[config.mk]
export PLATFORM = sky130hd
export DESIGN_NAME = i2c_target
export DESIGN_NICKNAME = d
export VERILOG_FILES = /design/src/rtl/i2c_target.sv
export SDC_FILE = /design/constraint.sdc
export NUM_CORES = 1
export LEC_CHECK = 0
export BUFFER_PORTS_ARGS = -buffer_cell sky130_fd_sc_hd__buf_2
export CORE_MARGIN = 2
export CORE_UTILIZATION = 50
export CTS_CLUSTER_SIZE = 20
export DETAILED_ROUTE_END_ITERATION = 6
export PLACE_DENSITY = 0.82
export SLEW_MARGIN = 20
export SYNTH_ARGS = -nofsm -noshare
export SYNTH_HDL_FRONTEND = slang
export SYNTH_SLANG_ARGS = --single-unit
export TNS_END_PERCENT = 100
[constraint.sdc]
create_clock -name clk -period 5.09 [get_ports clk]
set_input_delay 0.2545 -clock clk [delete_from_list [all_inputs] [get_ports clk]]
set_output_delay 0.2545 -clock clk [all_outputs]
set_load 0.005 [all_outputs]
[src/rtl/i2c_target.sv]
// I2C target: 7-bit address match, fixed 16-bit write (RX_DATA) and read (TX_DATA) transfers.
// Define I2C_TARGET_SYNC_EN to pass SCL/SDA_IN through 2-flop synchronizers (+2 clk latency).
module i2c_target #(
    parameter logic [6:0] TARGET_ADDR = 7'h2A
) (
    input  logic        clk,
    input  logic        RESET,
    input  logic        SCL,
    input  logic        SDA_IN,
    output logic        SDA_OUT,
    output logic        SDA_OE,
    input  logic [15:0] TX_DATA,
    output logic [15:0] RX_DATA,
    output logic        RX_VALID,
    output logic        BUSY
);
    typedef enum logic [2:0] {
        IDLE,
        ADDR,
        ADDR_ACK,
        WR_BYTE,
        WR_ACK,
        RD_BYTE,
        RD_ACK,
        WAIT_STOP
    } state_t;

    logic scl_cur;
    logic sda_cur;

`ifdef I2C_TARGET_SYNC_EN
    logic [1:0] scl_sync_reg;
    logic [1:0] sda_sync_reg;

    always_ff @(posedge clk) begin
        if (RESET) begin
            scl_sync_reg <= 2'b11;
            sda_sync_reg <= 2'b11;
        end else begin
            scl_sync_reg <= {scl_sync_reg[0], SCL};
            sda_sync_reg <= {sda_sync_reg[0], SDA_IN};
        end
    end

    assign scl_cur = scl_sync_reg[1];
    assign sda_cur = sda_sync_reg[1];
`else
    assign scl_cur = SCL;
    assign sda_cur = SDA_IN;
`endif

    logic scl_prev_reg;
    logic sda_prev_reg;

    // Prev flops reset to the idle-bus level so leaving reset never fakes an edge.
    always_ff @(posedge clk) begin
        if (RESET) begin
            scl_prev_reg <= 1'b1;
            sda_prev_reg <= 1'b1;
        end else begin
            scl_prev_reg <= scl_cur;
            sda_prev_reg <= sda_cur;
        end
    end

    logic scl_rise;
    logic scl_fall;
    logic start_det;
    logic stop_det;

    assign scl_rise  = scl_cur & ~scl_prev_reg;
    assign scl_fall  = ~scl_cur & scl_prev_reg;
    assign start_det = scl_cur & scl_prev_reg & sda_prev_reg & ~sda_cur;
    assign stop_det  = scl_cur & scl_prev_reg & ~sda_prev_reg & sda_cur;

    state_t      state_reg;
    logic [2:0]  bit_cnt_reg;
    logic        bit9_reg;
    logic        byte_idx_reg;
    logic [15:0] shift_reg;
    logic        rnw_reg;
    logic        ack_reg;
    logic        sda_out_reg;
    logic        sda_oe_reg;
    logic [15:0] rx_data_reg;
    logic        rx_valid_reg;
    logic        busy_reg;

    always_ff @(posedge clk) begin
        if (RESET) begin
            state_reg    <= IDLE;
            bit_cnt_reg  <= 3'd0;
            bit9_reg     <= 1'b0;
            byte_idx_reg <= 1'b0;
            shift_reg    <= 16'h0000;
            rnw_reg      <= 1'b0;
            ack_reg      <= 1'b1;
            sda_out_reg  <= 1'b1;
            sda_oe_reg   <= 1'b0;
            rx_data_reg  <= 16'h0000;
            rx_valid_reg <= 1'b0;
            busy_reg     <= 1'b0;
        end else begin
            rx_valid_reg <= 1'b0;
            if (start_det) begin
                state_reg    <= ADDR;
                bit_cnt_reg  <= 3'd0;
                bit9_reg     <= 1'b0;
                byte_idx_reg <= 1'b0;
                sda_oe_reg   <= 1'b0;
                sda_out_reg  <= 1'b1;
                busy_reg     <= 1'b0;
            end else if (stop_det) begin
                state_reg    <= IDLE;
                bit_cnt_reg  <= 3'd0;
                bit9_reg     <= 1'b0;
                sda_oe_reg   <= 1'b0;
                sda_out_reg  <= 1'b1;
                busy_reg     <= 1'b0;
            end else begin
                // Count data bits on rising edges; bit9_reg marks the 8th bit seen.
                if (scl_rise && !bit9_reg &&
                    (state_reg == ADDR || state_reg == WR_BYTE || state_reg == RD_BYTE)) begin
                    bit_cnt_reg <= bit_cnt_reg + 3'd1;
                    if (bit_cnt_reg == 3'd7) begin
                        bit9_reg <= 1'b1;
                    end
                    if (state_reg != RD_BYTE) begin
                        shift_reg <= {shift_reg[14:0], sda_cur};
                    end
                end
                if (scl_rise && state_reg == RD_ACK) begin
                    ack_reg <= sda_cur;
                end
                if (scl_fall) begin
                    case (state_reg)
                        ADDR: begin
                            if (bit9_reg) begin
                                bit9_reg <= 1'b0;
                                if (shift_reg[7:1] == TARGET_ADDR) begin
                                    state_reg   <= ADDR_ACK;
                                    rnw_reg     <= shift_reg[0];
                                    sda_oe_reg  <= 1'b1;
                                    sda_out_reg <= 1'b0;
                                    busy_reg    <= 1'b1;
                                end else begin
                                    state_reg <= WAIT_STOP;
                                end
                            end
                        end
                        ADDR_ACK: begin
                            byte_idx_reg <= 1'b0;
                            if (rnw_reg) begin
                                shift_reg   <= TX_DATA;
                                sda_out_reg <= TX_DATA[15];
                                sda_oe_reg  <= 1'b1;
                                state_reg   <= RD_BYTE;
                            end else begin
                                sda_oe_reg  <= 1'b0;
                                sda_out_reg <= 1'b1;
                                state_reg   <= WR_BYTE;
                            end
                        end
                        WR_BYTE: begin
                            if (bit9_reg) begin
                                bit9_reg    <= 1'b0;
                                sda_oe_reg  <= 1'b1;
                                sda_out_reg <= 1'b0;
                                state_reg   <= WR_ACK;
                            end
                        end
                        WR_ACK: begin
                            sda_oe_reg  <= 1'b0;
                            sda_out_reg <= 1'b1;
                            if (!byte_idx_reg) begin
                                byte_idx_reg <= 1'b1;
                                state_reg    <= WR_BYTE;
                            end else begin
                                rx_data_reg  <= shift_reg;
                                rx_valid_reg <= 1'b1;
                                state_reg    <= WAIT_STOP;
                            end
                        end
                        RD_BYTE: begin
                            if (bit9_reg) begin
                                bit9_reg    <= 1'b0;
                                sda_oe_reg  <= 1'b0;
                                sda_out_reg <= 1'b1;
                                state_reg   <= RD_ACK;
                            end else begin
                                sda_out_reg <= shift_reg[14];
                                shift_reg   <= {shift_reg[14:0], 1'b0};
                            end
                        end
                        RD_ACK: begin
                            // Only an ACK after the first byte continues; anything else parks.
                            if (!ack_reg && !byte_idx_reg) begin
                                byte_idx_reg <= 1'b1;
                                sda_out_reg  <= shift_reg[14];
                                shift_reg    <= {shift_reg[14:0], 1'b0};
                                sda_oe_reg   <= 1'b1;
                                state_reg    <= RD_BYTE;
                            end else begin
                                state_reg <= WAIT_STOP;
                            end
                        end
                        default: ;
                    endcase
                end
            end
        end
    end

    assign SDA_OUT  = sda_out_reg;
    assign SDA_OE   = sda_oe_reg;
    assign RX_DATA  = rx_data_reg;
    assign RX_VALID = rx_valid_reg;
    assign BUSY     = busy_reg;

endmodule

==> results.txt, run 1 <==
* Hold-fix buffers, CTS: 0
* DRC violations left: 0
- The core region is 4440 sq um.
* Area of the multi-input gates: 1260 sq um
- The area growth from synthesis to layout is 13.1%.
- Layout Utilization: 59.9%
- The sequential cells in the finished layout cover a total of 961 sq um.
- Overall overflow remaining after global route: 0
* Setup TNS: 0 ns
* Mapped Cells: 247
* Num CTS Buffers: 5
- Summed over all layers, the routed wires come to 5.10 mm.
- On the final layout, the worst hold slack is 0.228 ns.
- Avg Vias per Cell: 5.87
- After clock tree synthesis, the clock-pin slew on the worst setup and hold paths is 0.09 ns.
* Most common cell after layout, fill and taps aside: sky130_fd_sc_hd__dfxtp_1
- Slew HR: 46.3%
* Syn Area/Cell: 9.53 sq um
* RePlAce Congestion: 0.868
- After the flow finishes, the layout carries non-filler instances totaling 330.
- Initial core utilization: 53.0%
- Cell area after technology mapping: 2350 sq um
- Router iterations before antenna repair: 4
- Cell type with the largest total area after synthesis: sky130_fd_sc_hd__dfxtp_1
- Via count of the first global-routing pass: 1,684
* Initial antenna violation count: 0
* Count of H-tree levels built during CTS: 2
- Global-route wire length before repair: 8.10 mm
- In this run the tool buffered the top-level ports with 39 buffer cells.
- Fraction of final layout cells with drive strength greater than 1: 21.2%
- Net count after synthesis: 269
- Number of placement rows: 24
- Share of the yosys chip area belonging to registers: 40.8%
- Post-CTS repair changed the size of 0 cells.
* Post-layout nets: 299
* Pins over their slew limit: 0
* Netlist cell types: 60
- Entering global routing, the biggest net connects 28 pins.
- By area the synthesized netlist is led by sky130_fd_sc_hd__dfxtp_1, sky130_fd_sc_hd__mux2i_1, sky130_fd_sc_hd__a221o_1.
* Setup Skew: 0.00268 ns
* Routed wire per std cell: 15.5 um
- From bottom edge to top edge, the die measures 72.6 um.
* Number of sinks handled by clock tree synthesis: 48
- For this design the static power due to leakage is 1.21 nW.
- In this run the worst hold path is classified as primary input to flop.
* Cells after DPL: 321
- Buffers from clock root to sink, at most: 2
* Via total after detailed routing: 1,936
- Number of buffers inserted to repair setup after CTS: 0
- Classification of the worst setup path: flop to flop
- Arrival time reported for the critical path endpoint: 2.55 ns
- Starting DRT DRC Count: 99
- Unrepaired setup endpoints after global routing: false
- Static timing analysis puts the maximum clock frequency at 0.434 GHz.
* Maximum Capacitance Violations: 0
- The repair_antennas step left the layout with diodes totalling 0.
- The filler cells instantiated in the layout total 402.
- Most used flip-flop cell after synthesis: sky130_fd_sc_hd__dfxtp_1
- Setup violations, final: 0
- The final critical path takes up 45.3% of the cycle.
* Critical path capture point type: flop
- Largest stage delay on the critical path: 0.85 ns
- Synth top area share: 40.8%
- Flop and latch count out of synthesis: 48
- Data required time of the critical path: 5.34 ns
- In this run the worst path has a maximum fanout of 27.
* Die ar.: 5270 sq um
- YS warnings: 0
* Library cell contributing the largest single delay on the critical path: sky130_fd_sc_hd__dfxtp_1
- The wire-length estimate of the detail-placed layout is 3.54 mm.
* Worst-Skew Late Latency: 0.30 ns
* Run status: finished clean
* Clk Tree Root Cell: sky130_fd_sc_hd__clkbuf_8
* Minimum clock period: 2.31 ns
* Leading cell types in the layout, fill and taps excluded: sky130_fd_sc_hd__dfxtp_1, sky130_fd_sc_hd__buf_2, sky130_fd_sc_hd__nor2_1
- Number of hold violations in the final report: 0
- The critical path contains buffers and inverters numbering 0 combined.
* Asr flop ratio synth: 0%
- Boundary pin count: 40
- The count of nets left with antenna violations once routing finished came out at 0.
* Type of element launching the critical path: flop
- Count of flip-flops with a built-in enable after synthesis: 0
- TritonCTS built the clock tree.
* Die W: 72.6 um
* Sequence of cells on the critical path: nor2b_1, a211o_1, a311oi_4, a221o_1
- The worst-case IR drop observed on VDD is 0.000210 V.
- In this run the power density over the cells is 298 nW/um^2.
- Broken down by cell family, the worst path's largest delay share belongs to compound AO/OA/AOI/OAI gates.
- Overall power consumption after layout is estimated at 0.000794 W.
- Combined global-route utilization of all metal layers: 19.5%
* Worst-Margin Slew: 0.804 ns
cells by family after synthesis:
kind of cell	Yosys count	synth area share [%]
XOR/XNOR	2	0.744
multiplexers	22	9.40
AND/OR/NAND/NOR	95	23.0
buffers and inverters	26	5.84
adder cells (fa/ha/maj)	2	1.06
flip-flops	48	40.8
AO/OA/AOI/OAI	52	19.2
cell usage after synthesis (all sizes together) (2+ instances only):
master  instances
dfxtp          48
and2           15
a31oi           2
a21oi           7
nand3b          2
nor3            4
buf            13
a311oi          2
ha              2
o211ai          3
inv             8
nor3b           5
nand4           4
nor2b           6
mux2i          21
a211oi          2
nand2b          7
or2             3
o21ai           6
nor2           30
clkbuf          5
nand2           9
o311ai          3
a221o          14
and4bb          2
nand3           2
layout make-up:
cell class                      instances  area share (%)
Multi-Input combinational cell        173            47.2
Sequential cell                        48            36.1
Timing Repair Buffer                   41            8.03
Clock buffer                            5            2.58
Clock inverter                          3            2.58
Tap cell                               52            2.44
Inverter                                8            1.13
worst register-to-register path: cells and delay by family (launching register included):
family          cells  cell delay [ns]
compound gates      3             1.30
flops               1             0.85
simple gates        1             0.11
final timing paths:
check	startpoint	end	slack (ns)	cells after the start
worst max-delay path	state_reg[2]	shift_reg[8]	2.78	4
worst min-delay path	SDA_IN	sda_prev_reg	0.23	3
worst min register to register	BUSY	BUSY	0.47	2
worst max register to register	state_reg[2]	shift_reg[8]	2.78	4
metal layers:
layer	routed length [um]	up-vias	GRT usage [%]
met5	0	-	0
met1	2420	921	27.7
met3	250	5	3.45
met4	60	0	6.79
met2	2370	54	30.0
li1	-	956	-
report_power, final:
part	internal [W]	switching, W	leakage (nW)
clock	0.000198	0.000136	0.0687
sequential	0.000380	0.0000166	0.388
combinational	0.0000287	0.0000356	0.756
total	0.000606	0.000188	1.21
through the flow:
step,setup slack (ns),cell area [sq um]
floorplan,3.48,2350
global placement,2.60,2510
detailed placement,2.50,2510
CTS,2.50,2650
global route,2.65,2660
finish,2.78,2660
(Power assumes the default switching activity.)
==> run 2, diff against run 1 <==
--- a/config.mk
+++ b/config.mk
@@ -5,12 +5,13 @@
 export SDC_FILE = /design/constraint.sdc
 export NUM_CORES = 1
 export LEC_CHECK = 0
+export ABC_AREA = 1
 export BUFFER_PORTS_ARGS = -buffer_cell sky130_fd_sc_hd__buf_2
 export CORE_MARGIN = 2
 export CORE_UTILIZATION = 50
 export CTS_CLUSTER_SIZE = 20
 export DETAILED_ROUTE_END_ITERATION = 6
-export PLACE_DENSITY = 0.82
+export PLACE_DENSITY = 0.85
 export SLEW_MARGIN = 20
 export SYNTH_ARGS = -nofsm -noshare
 export SYNTH_HDL_FRONTEND = slang
==> constraint.sdc (replaced) <==
create_clock -name clk -period 2 [get_ports clk]
set_input_delay 0.1 -clock clk [delete_from_list [all_inputs] [get_ports clk]]
set_output_delay 0.1 -clock clk [all_outputs]
set_load 0.005 [all_outputs]
==> results.txt, run 2 <==
* Run status: finished clean (unchanged)
- Initial core utilization: 51.8% (was 53.0%)
- The fraction of synthesis flops using an asynchronous set or reset pin came to 0% (unchanged).
- Commonest cells in the netlist: sky130_fd_sc_hd__nand2_1, sky130_fd_sc_hd__dfxtp_1, sky130_fd_sc_hd__nor2_1 (was sky130_fd_sc_hd__dfxtp_1, sky130_fd_sc_hd__nor2_1, sky130_fd_sc_hd__mux2i_1).
- Most used flip-flop cell after synthesis: sky130_fd_sc_hd__dfxtp_1 (unchanged)
- The CTS buffer count was 5 (unchanged).
- Cell area after technology mapping: 2430 sq um (was 2350 sq um)
* Cell type with the largest total area after synthesis: sky130_fd_sc_hd__dfxtp_1 (unchanged)
- The H-tree depth reported by CTS was 2 (unchanged).
- The number of input and output port buffers inserted was 39 (unchanged).
- Count of flip-flops with a built-in enable after synthesis: 0 (unchanged)
- The critical path arrival came to 1.89 ns (was 2.55 ns).
- The overall overflow remaining after global route is 0 (unchanged).
* Most common cell after layout, fill and taps aside: sky130_fd_sc_hd__nand2_1 (was sky130_fd_sc_hd__dfxtp_1)
- The number of antenna violations at the first check in global routing was 0 (unchanged).
- Die ar.: 5430 sq um (was 5270 sq um)
- Cell types occupying the most area after synthesis: sky130_fd_sc_hd__dfxtp_1, sky130_fd_sc_hd__nand2_1, sky130_fd_sc_hd__nor2_1 (was sky130_fd_sc_hd__dfxtp_1, sky130_fd_sc_hd__mux2i_1, sky130_fd_sc_hd__a221o_1)
* Family of cells with the greatest summed delay on the critical path: flip-flops (was compound AO/OA/AOI/OAI gates)
* Leakage: 1.37 nW (was 1.21 nW)
- Most instantiated library cell after synthesis: sky130_fd_sc_hd__nand2_1 (was sky130_fd_sc_hd__dfxtp_1)
* Library cell contributing the largest single delay on the critical path: sky130_fd_sc_hd__dfxtp_1 (unchanged)
- The overall routed net length came to 5.53 mm (was 5.10 mm).
- Buffers from clock root to sink, at most: 2 (unchanged)
* Area added between synthesis and finish: 11.3% (was 13.1%)
- The kind of critical path is flop to flop (unchanged).
* Post-DP Area: 2610 sq um (was 2510 sq um)
- The adder-cell share of the synthesized area is 1.03% (was 1.06%).
* Flop and latch count out of synthesis: 48 (unchanged)
- Top fanout value on the critical path: 31 (was 27)
* Synth top area share: 39.6% (was 40.8%)
* Leading cell types in the layout, fill and taps excluded: sky130_fd_sc_hd__nand2_1, sky130_fd_sc_hd__dfxtp_1, sky130_fd_sc_hd__nor2_1 (was sky130_fd_sc_hd__dfxtp_1, sky130_fd_sc_hd__buf_2, sky130_fd_sc_hd__nor2_1)
- Global-route wire length before repair: 9.19 mm (was 8.10 mm)
- Number of placement rows: 25 (was 24)
- The global placer's final weighted congestion is 0.962 (was 0.868).
- Share of the yosys chip area belonging to registers: 39.6% (was 40.8%)
* Router iterations before antenna repair: 4 (unchanged)
- Combined global-route utilization of all metal layers: 21.6% (was 19.5%)
- The area share of and/or/nand/nor cells after synthesis came to 37.5% (was 23.0%).
- The count of filler cells inserted in the layout was 469 (was 402).
- The net count of the mapped netlist came to 387 (was 269).
- The count of routing violations after the opening detailed-route iteration came to 167 (was 99).
- The via count came to 2,367 (was 1,936).
- The mean cell area of the mapped netlist came to 6.65 sq um (was 9.53 sq um).
* Post-DP HPWL: 4.00 mm (was 3.54 mm)
- The achievable clock frequency came to 0.602 GHz (was 0.434 GHz).
* Largest stage delay on the critical path: 0.48 ns (was 0.85 ns)
- Maximum Capacitance Violations: 0 (unchanged)
- The final-report setup violation count came to 0 (unchanged).
- The relative max-transition margin was 60.9% (was 46.3%).
- CP Buf/Inv Count: 1 (was 0)
* Worst-Margin Slew: 0.586 ns (was 0.804 ns)
- YS warnings: 0 (unchanged)
* Netlist cell types: 31 (was 60)
* Power density cells: 679 nW/um^2 (was 298 nW/um^2)
- Pins over their slew limit: 0 (unchanged)
* Worst min-delay path category: primary input to flop (unchanged)
- Minimum clock period: 1.66 ns (was 2.31 ns)
- The detailed-route DRC error count came to 0 (unchanged).
* CTS tree: yes (unchanged)
* Critical path capture point type: flop (unchanged)
- Pin count of the biggest net entering global routing: 32 (was 28)
- Main combinational cell family by area after synthesis: simple AND/OR/NAND/NOR gates (unchanged)
- Placeable core region: 4690 sq um (was 4440 sq um)
- Sequence of cells on the critical path: nand2_2, nor2_2, nand3_1, inv_2, o21ai_0, a21oi_1 (was nor2b_1, a211o_1, a311oi_4, a221o_1)
* Data required time of the critical path: 2.23 ns (was 5.34 ns)
- The count of antenna diodes in the layout is 0 (unchanged).
* Hold-fix buffers, CTS: 0 (unchanged)
- The worst clock skew is 0.00302 ns (was 0.00268 ns).
- Unrepaired setup endpoints after global routing: false (unchanged).
- Final instance area: 2700 sq um (was 2660 sq um)
* Die Span Y: 73.7 um (was 72.6 um)
* Number of hold violations in the final report: 0 (unchanged)
* Setup TNS: 0 ns (unchanged)
* Type of element launching the critical path: flop (unchanged)
* Mux cell area share after synthesis: 0% (was 9.40%)
- The xor and xnor fraction of the mapped netlist area is 0.361% (was 0.744%).
- The count of nets left with antenna violations after detail routing was 0 (unchanged).
- The worst-skew pair later-pin latency was 0.30 ns (about the same).
- The maximum resistive drop on vdd came to 0.000504 V (was 0.000210 V).
- The number of sinks handled by clock tree synthesis came to 48 (unchanged).
- Via count of the first global-routing pass: 2,075 (was 1,684)
- The net count reported at finish is 420 (was 299).
* Boundary pin count: 40 (unchanged)
- The clock-pin slew on the worst setup and hold paths came to 0.09 ns (about the same).
- FF+latch area: 962 sq um (was 961 sq um)
- The compound-gate portion of the synthesized area came to 11.6% (was 19.2%).
- The die boundary width was 73.7 um (was 72.6 um).
- The wire length per cell was 12.2 um (was 15.5 um).
* Area of the multi-input gates: 1230 sq um (was 1260 sq um)
- Clk Tree Root Cell: sky130_fd_sc_hd__clkbuf_8 (unchanged)
- The share of post-route cells with drive strength above 1 came to 17.8% (was 21.2%).
* Avg Vias per Cell: 5.23 (was 5.87)
- The fraction of the cycle the final worst path needs is 83.0% (was 45.3%).
* Mapped Cells: 365 (was 247)
-- run 2: cell types whose count changed after synthesis, sizes merged, moves of 6 or more --
cell	before	now
nand3	2	17
nor2	30	45
nor2b	6	0
o21ai	6	24
a221o	14	0
inv	8	38
nand2	9	136
a21oi	7	27
mux2i	21	0
and2	15	0
nand2b	7	0
-- run 2: kinds of logic (layout without fill, tap and decap cells) --
| group | after synthesis | after routing |
|---|---|---|
| simple gates | 208 | 208 |
| compound gates | 54 | 54 |
| fa+ha+maj | 2 | 2 |
| xor+xnor | 1 | 1 |
| buf+inv | 52 | 86 |
| flops | 48 | 48 |
-- run 2: worst min-delay path, stage by stage --
cell and delay, ns:
sky130_fd_sc_hd__buf_2 0.07, sky130_fd_sc_hd__inv_1 0.08, sky130_fd_sc_hd__nand2_1 0.06
-- run 2: final timing paths --
kind | start | end | slack (ns) | cells after the start
worst max-delay path | state_reg[2] | RX_DATA[0] | 0.34 | 6
worst min-delay path | SDA_IN | sda_prev_reg | 0.04 | 3
worst max register to register | state_reg[2] | RX_DATA[0] | 0.34 | 6
worst min register to register | BUSY | BUSY | 0.45 | 2
-- run 2: power breakdown --
| group | total [W] | internal (W) | switching (W) |
|---|---|---|---|
| Clock | 0.000620 | 0.000283 | 0.000337 |
| Combinational | 0.000219 | 0.0000714 | 0.000148 |
| Sequential | 0.000995 | 0.000971 | 0.0000245 |
-- run 2: layer usage --
metal  vias to the layer above  GRT usage (%)  wire, um
met5                         -              0         0
met4                         0           9.70       111
met3                         8           3.57       286
met2                        73           34.9      2590
met1                      1074           28.0      2550
li1                       1212              -         -
-- run 2: repair_timing --
| action | 4_1_cts | 5_1_grt |
|---|---|---|
| hold endpoints to repair | 0 | 0 |
| buffers inserted | 0 | 0 |
| gates resized for setup | 0 | 1 |
| endpoints found under the setup margin | 0 | 1 |
-- run 2: cell type report --
cell class                      instances  share of cell area (%)
Tap cell                               54                    2.50
Multi-Input combinational cell        265                    45.4
Sequential cell                        48                    35.6
Clock buffer                            6                    3.06
Timing Repair Buffer                   40                    7.50
Clock inverter                          2                   0.509
Inverter                               38                    5.46
-- run 2: stage by stage --
stage	util, %	setup WS [ns]	cells	hold WS, ns	total power, W
after floorplan	-	0.666	365	0.207	0.00118
after global placement	55.5	0.238	445	0.334	0.00123
after detailed placement	55.5	0.209	445	0.340	0.00123
after CTS	57.6	0.200	453	0.0361	0.00184
after global routing	57.6	0.143	453	0.0533	0.00191
final	57.6	0.340	453	0.0428	0.00184
